--- src/rtl/fetch_pc_stage.sv ---
// -----------------------------------------------------------------------------
// fetch_pc_stage
//   Program-counter register and IF/ID pipeline register for the pipelined
//   RV32I core. The PC drives instruction memory and the next-PC mux; the mux
//   result comes back on next_pc_in. Each accepted fetch latches
//   {pc, pc+4, instruction} into IF/ID. Stall and flush from the hazard unit
//   are applied here, and an ebreak/ecall decode parks fetch in HALT until reset.
//
//   Optional feature macro: FETCH_PERF_CNT_EN
//     When defined, the block gains saturating 32-bit performance counters
//     fetch_cnt, stall_cnt and flush_cnt. All three are cleared on rst.
//
//   Ports:
//     clk, rst        rising-edge clock, synchronous active-high reset
//     next_pc_in      selected next PC from the next-PC mux
//     instr_in        imem read data for pc_out (combinational memory)
//     stall, flush    hazard unit controls
//     halt_req        ebreak/ecall decoded, stop fetching
//     pc_out          current PC / imem address
//     pc_plus4_out    pc_out + 4, wraps modulo 2^N
//     if_id_*         IF/ID register contents and valid flag
//     halted          fetch is parked in HALT
//     misalign_err    one-cycle pulse after accepting a misaligned next PC
//     fetch_cnt, stall_cnt, flush_cnt   (FETCH_PERF_CNT_EN only)
// -----------------------------------------------------------------------------
module fetch_pc_stage #(
    parameter int unsigned     N        = 32,
    parameter logic [N-1:0]    RESET_PC = '0,
    parameter logic [31:0]     NOP      = 32'h0000_0013
) (
    input  logic         clk,
    input  logic         rst,
    input  logic [N-1:0] next_pc_in,
    input  logic [31:0]  instr_in,
    input  logic         stall,
    input  logic         flush,
    input  logic         halt_req,
    output logic [N-1:0] pc_out,
    output logic [N-1:0] pc_plus4_out,
    output logic [N-1:0] if_id_pc,
    output logic [N-1:0] if_id_pc_plus4,
    output logic [31:0]  if_id_instr,
    output logic         if_id_valid,
    output logic         halted,
    output logic         misalign_err
`ifdef FETCH_PERF_CNT_EN
    ,
    output logic [31:0]  fetch_cnt,
    output logic [31:0]  stall_cnt,
    output logic [31:0]  flush_cnt
`endif
);

    typedef enum logic {RUN = 1'b0, HALT = 1'b1} state_e;

    state_e       state_q, state_d;
    logic [N-1:0] pc_q, pc_d;
    logic [N-1:0] if_id_pc_q, if_id_pc_d;
    logic [N-1:0] if_id_pc_plus4_q, if_id_pc_plus4_d;
    logic [31:0]  if_id_instr_q, if_id_instr_d;
    logic         if_id_valid_q, if_id_valid_d;
    logic         misalign_q, misalign_d;

    logic [N-1:0] pc_plus4;
    logic [N-1:0] next_pc_aligned;
    logic         next_pc_misaligned;
    logic         in_run;
    logic         do_redirect;
    logic         do_halt;
    logic         do_stall;
    logic         do_fetch;

    assign pc_plus4           = pc_q + N'(4);
    assign next_pc_aligned    = {next_pc_in[N-1:2], 2'b00};
    assign next_pc_misaligned = (next_pc_in[1:0] != 2'b00);

    // Resolve flush > halt_req > stall > fetch once, so the state and
    // datapath logic below share a single view of what this edge does.
    // A flush in HALT only bubbles IF/ID; the PC stays frozen.
    assign in_run      = (state_q == RUN);
    assign do_redirect = in_run && flush;
    assign do_halt     = in_run && !flush && halt_req;
    assign do_stall    = in_run && !flush && !halt_req && stall;
    assign do_fetch    = in_run && !flush && !halt_req && !stall;

    // State register and all pipeline flops.
    always_ff @(posedge clk) begin
        if (rst) begin
            state_q          <= RUN;
            pc_q             <= RESET_PC;
            if_id_pc_q       <= '0;
            if_id_pc_plus4_q <= '0;
            if_id_instr_q    <= NOP;
            if_id_valid_q    <= 1'b0;
            misalign_q       <= 1'b0;
        end else begin
            state_q          <= state_d;
            pc_q             <= pc_d;
            if_id_pc_q       <= if_id_pc_d;
            if_id_pc_plus4_q <= if_id_pc_plus4_d;
            if_id_instr_q    <= if_id_instr_d;
            if_id_valid_q    <= if_id_valid_d;
            misalign_q       <= misalign_d;
        end
    end

    // Next state: HALT is left only through reset. A halt_req that arrives
    // with flush belongs to a squashed instruction and is ignored.
    always_comb begin
        state_d = state_q;
        if (do_halt) begin
            state_d = HALT;
        end
    end

    // Datapath next values. Anything that is not a fetch or a stall puts a
    // bubble in IF/ID. Only redirect and fetch move the PC, so only those
    // can raise the misalign pulse.
    always_comb begin
        pc_d             = pc_q;
        if_id_pc_d       = if_id_pc_q;
        if_id_pc_plus4_d = if_id_pc_plus4_q;
        if_id_instr_d    = if_id_instr_q;
        if_id_valid_d    = if_id_valid_q;
        misalign_d       = 1'b0;

        if (do_fetch) begin
            pc_d             = next_pc_aligned;
            if_id_pc_d       = pc_q;
            if_id_pc_plus4_d = pc_plus4;
            if_id_instr_d    = instr_in;
            if_id_valid_d    = 1'b1;
            misalign_d       = next_pc_misaligned;
        end else if (!do_stall) begin
            if_id_pc_d       = '0;
            if_id_pc_plus4_d = '0;
            if_id_instr_d    = NOP;
            if_id_valid_d    = 1'b0;
            if (do_redirect) begin
                pc_d       = next_pc_aligned;
                misalign_d = next_pc_misaligned;
            end
        end
    end

    // Outputs come straight from the flops, except pc_plus4_out, which
    // the next-PC mux needs in the same cycle.
    always_comb begin
        pc_out         = pc_q;
        pc_plus4_out   = pc_plus4;
        if_id_pc       = if_id_pc_q;
        if_id_pc_plus4 = if_id_pc_plus4_q;
        if_id_instr    = if_id_instr_q;
        if_id_valid    = if_id_valid_q;
        halted         = (state_q == HALT);
        misalign_err   = misalign_q;
    end

`ifdef FETCH_PERF_CNT_EN
    logic [31:0] fetch_cnt_q, fetch_cnt_d;
    logic [31:0] stall_cnt_q, stall_cnt_d;
    logic [31:0] flush_cnt_q, flush_cnt_d;

    // Saturating event counters. A flush is counted in either state.
    // A stall is counted only when it actually holds the pipe in RUN.
    always_comb begin
        fetch_cnt_d = fetch_cnt_q;
        stall_cnt_d = stall_cnt_q;
        flush_cnt_d = flush_cnt_q;
        if (do_fetch && (fetch_cnt_q != 32'hFFFF_FFFF)) begin
            fetch_cnt_d = fetch_cnt_q + 32'd1;
        end
        if (do_stall && (stall_cnt_q != 32'hFFFF_FFFF)) begin
            stall_cnt_d = stall_cnt_q + 32'd1;
        end
        if (flush && (flush_cnt_q != 32'hFFFF_FFFF)) begin
            flush_cnt_d = flush_cnt_q + 32'd1;
        end
    end

    always_ff @(posedge clk) begin
        if (rst) begin
            fetch_cnt_q <= '0;
            stall_cnt_q <= '0;
            flush_cnt_q <= '0;
        end else begin
            fetch_cnt_q <= fetch_cnt_d;
            stall_cnt_q <= stall_cnt_d;
            flush_cnt_q <= flush_cnt_d;
        end
    end

    assign fetch_cnt = fetch_cnt_q;
    assign stall_cnt = stall_cnt_q;
    assign flush_cnt = flush_cnt_q;
`endif

endmodule
--- config.mk ---
export PLATFORM = sky130hd
export DESIGN_NAME = fetch_pc_stage
export DESIGN_NICKNAME = d
export VERILOG_FILES = /design/src/rtl/fetch_pc_stage.sv
export SDC_FILE = /design/constraint.sdc
export NUM_CORES = 1
export LEC_CHECK = 0
export ABC_CLOCK_PERIOD_IN_PS = 5820
export CAP_MARGIN = 5
export CORE_MARGIN = 2
export CORE_UTILIZATION = 43
export CTS_CLUSTER_SIZE = 25
export DETAILED_ROUTE_END_ITERATION = 6
export PLACE_DENSITY_LB_ADDON = 0.12
export SLEW_MARGIN = 20
export SYNTH_ARGS = -nofsm -noshare
export SYNTH_HDL_FRONTEND = slang
export SYNTH_SLANG_ARGS = --single-unit
--- constraint.sdc ---
create_clock -name clk -period 5.82 [get_ports clk]
set_clock_uncertainty 0.2 [all_clocks]
set_input_delay 0.873 -clock clk [delete_from_list [all_inputs] [get_ports clk]]
set_output_delay 0.873 -clock clk [all_outputs]
set_load 0.02 [all_outputs]
Word level (Yosys, flattened, before mapping)
Cells that the tools add are included.
- register bits: 129
- input port bits: 69
- output and inout port bits: 163
- logic and storage cells: 35
- $add $sub $neg: 1
- equal/unequal tests: 1
- muxes and demuxes: 13
- bitwise logic cells: 1
- reduce and logical (&&, ||, !) cells: 12
- operator list (operator ; count):
    2-to-1 mux 32 bit ; 8
    adder 32 x 3 -> 32 bit (second input constant) ; 1
    logical AND 1 bit ; 6
    2-to-1 mux 1 bit ; 5
    nonzero test 2 bit ; 2
    logical NOT 1 bit ; 3
    inequality test 2 x 1 -> 1 bit (second input constant) ; 1
    AND reduction 2 bit ; 1
    inverter 1 bit ; 1

Longest topological paths before layout
- depth after elaboration: 6
- mapped depth: 7
- gate-level depth less buffers: 6

Worst setup path after synthesis
OpenSTA, ideal clock, no wires.
- kind: register to output
- start point: register pc_q[11] (netlist: pc_out[11])
- end point: output pc_plus4_out[25]
- arrival time: 1.944 ns
- required time: 4.747 ns
- setup slack: 2.803 ns
- stages on the path, launching flop included: 6
- path buffers: 1
- path through: dfxtp_1 > buf_2 > nand4_4 > or4_4 > nor3_1 > xor2_1
- cells in the longest elaborated chain, start to end: 1
- ends and longest elaborated chain (item ; line ; text):
    from (decl) ; 57 ; logic [N-1:0] pc_q, pc_d;
    from (signal assigned) ; 98 ; pc_q <= pc_d;
    adder 32 x 3 -> 32 bit ; 73 ; assign pc_plus4 = pc_q + N'(4);
    to (decl) ; 39 ; output logic [N-1:0] pc_plus4_out,
No other way between the ends.

Final worst setup path
- start point: register pc_q[2] (netlist: pc_out[2])
- end point: output pc_plus4_out[30]
The elaborated chain is that of the path after synthesis.

==> reports/metrics.yaml <==
route:
  drtIter0Drc: 279
  vias_per_cell: 5.275
  first_pass_iters: 5
  final_antenna_net_count: 0
  remaining_drc_errors: 0
  routed_wl_um: 15240
  vias: 4716
  wl_per_cell_um: 17.05
setup_path:
  crit_family: "simple AND/OR/NAND/NOR gates"
  crit_arrival_ns: 3.12
  rrSetupSlack_ns: 3.41
  endpoint_kind: "primary output"
  critPathKind: "register to primary output"
  cp_max_fo: 8
  setup.worst_path.start_class: "register"
  path_cells: "ha_1, nand3_1, nor4_4, nand4_1, xnor2_1, clkdlybuf4s50_1"
  worst_path_max_delay_cell: "clkdlybuf4s50_1"
  cp_num_buf_inv: 1
  slowest_delay_ns: 0.65
  required_ns: 4.75
place:
  place_inst: 863
  pre_cts_slack_ns: 2.186
  hpwlAfterDp_um: 10660
  io_buffers: 223
  place_area_um2: 7074
  gp_congestion: 0.8049
run:
  maxCapViolations: 0
clocking:
  cts_hold_buffers: 0
  path_clk_slew_ns: 0.05
  cts_root_buf: "clkbuf_8"
  clk_path_buf_depth: 2
  ctsResizeCount: 0
  cts_buffers: 17
  cts_tree: "done"
  cts_sinks: 125
  cts_setup_buffers: 0
  clk_latency_ns: 0.52
  ctsHtreeMaxLevel: 4
floorplanning:
  dieHeight_um: 110.0
  dieArea_um2: 12100
  design.core.area_um2: 10890
  start_util_pct: 44.38
  rows: 38
  ios: 232
  die_w_um: 110.0
sta:
  hold_viol_final: 0
  relSlewSlack_pct: 29.30
  finalSetupViolations: 0
  whs_ns: 0.2426
  tightest_slew_ns: 1.060
  slew_violations: 0
  worst_slack_ns: 1.629
  post-route-min-period_ns: 4.191
  min_period_over_period_pct: 72.00
  setup_tns_ns: 0
  rsz0062_at_grt: "false"
  fmax_ghz: 0.2386
cells_and_area:
  drive_gt1_share_pct: 5.968
  stdcell_count: 894
  antenna_cells: 0
  area_growth_pct: 57.66
  finalNetCount: 812
  seqCellArea_um2: 2502
  fillers: 874
  multi_input_area_um2: 2108
  finish.utilization_pct: 69.97
  fin_area_um2: 7619
min_path:
  hold_class: "register to register"
global_route:
  grt_pass1_vias: 4515
  grt_max_degree: 106
  antenna_found_initial: 0
  grt-ovfl-total: 0
  grt_use_total_pct: 25.16
  grt_pass1_wl_um: 23060
status:
  outcome: "completed"
power:
  p_leak_nw: 2.803
  irDropWorstVdd_mv: 0.1995
  p_per_area_nw_per_um2: 282.0
  total_power_mw: 2.149
synth:
  synth_area_leaders: "dfxtp_1 52%, a22oi_1 11%, nor2_1 6.1%, nand2_1 5.5%, a21oi_1 3.7%"
  synth_top_area_cell: "dfxtp_1"
  yosysTopAreaCellShare_pct: 51.79
  ys_ff_latch: 125
  seq_area_frac_synth_pct: 51.79
  ys_warn_count: 0
  ys_types: 32
  netlist_instances: 540
  avgSynthCellArea_um2: 8.948
  synth_area_um2: 4832
sequential cells by signal (all words and copies together) (netlist names):
| signal | cells |
|---|---|
| if_id_instr | 32 |
| halted | 1 |
| pc_out | 30 |
| if_id_pc | 30 |
| misalign_err | 1 |
| if_id_pc_plus4 | 30 |
| if_id_valid | 1 |
routing by layer:
| metal | up-vias | global-route usage, % | routed length [µm] |
|---|---|---|---|
| met5 | - | 0 | 0 |
| met4 | 0 | 12.39 | 395 |
| met3 | 29 | 9.465 | 1413 |
| met2 | 193 | 39.66 | 7165 |
| met1 | 2230 | 30.10 | 6268 |
| li1 | 2264 | - | - |
report_power, final:
part	leakage, nW	internal [mW]	switching (mW)
logic	1.52	0.128	0.138
clock network	0.270	0.605	0.362
registers	1.01	0.879	0.0360
area by class of cell:
| type | count | area share [%] |
|---|---|---|
| flip-flops and latches | 125 | 32.85 |
| repair buffers | 227 | 29.66 |
| multi-input cells | 363 | 27.67 |
| clock buffers | 24 | 6.306 |
| well taps | 140 | 2.299 |
| clock inverters | 7 | 0.8212 |
| inverters | 8 | 0.3942 |
final timing paths:
path / start / end / depth (start not counted)
worst max-delay path: pc_out[2]$_SDFFE_PP0P_ / pc_plus4_out[30] / 6
worst min-delay path: if_id_valid$_SDFFE_PP0P_ / if_id_valid$_SDFFE_PP0P_ / 2
worst max register to register: pc_out[2]$_SDFFE_PP0P_ / if_id_pc_plus4[30]$_SDFFE_PP0P_ / 6
worst min register to register: if_id_valid$_SDFFE_PP0P_ / if_id_valid$_SDFFE_PP0P_ / 2
kinds of logic after synthesis:
logic type	after synthesis	synth area share (%)
AOI/OAI and AO/OA	127	18.10
adders and majority gates	1	0.2589
buffers and inverters	59	5.386
and+or+nand+nor	196	18.70
xor gates and xnor gates	28	5.075
muxes	3	0.6215
DFF	125	51.79
other	1	0.07761
synthesized netlist by cell type (all sizes together):
cell type / count
a21oi: 36
a22o: 14
a22oi: 68
and2: 1
and3: 6
and4: 3
buf: 15
clkbuf: 36
conb: 1
dfxtp: 125
ha: 1
inv: 8
mux2i: 3
nand2: 71
nand2b: 5
nand3: 9
nand4: 11
nor2: 78
nor3: 5
nor4: 5
o21a: 5
o21ai: 1
o22ai: 3
or2: 1
or4: 1
xnor2: 18
xor2: 10
worst register-to-register path, cell delays in order, from the launching register on:
cell	delay [ns]
dfxtp_1	0.50
ha_1	0.25
nand3_1	0.26
nor4_4	0.48
nand4_1	0.20
xnor2_1	0.19
a22o_1	0.22
cell usage in the layout, fill, tap and decap left out, types with 4 or more instances in the layout:
master and n:
xor2_1 10, conb_1 8, nor4_2 4, nand2b_1 5, a22o_1 14, o21a_1 4
and3_1 6, dfxtp_1 125, xnor2_1 18, a22oi_1 68, clkbuf_16 16, clkbuf_8 5
clkinv_2 5, nor3_1 5, clkdlybuf4s50_1 222, buf_4 5, nor2_1 78, nand2_1 71
inv_1 8, nand4_1 9, a21oi_1 36, nand3_1 9
Note: power is estimated with default switching activity, not from simulation.
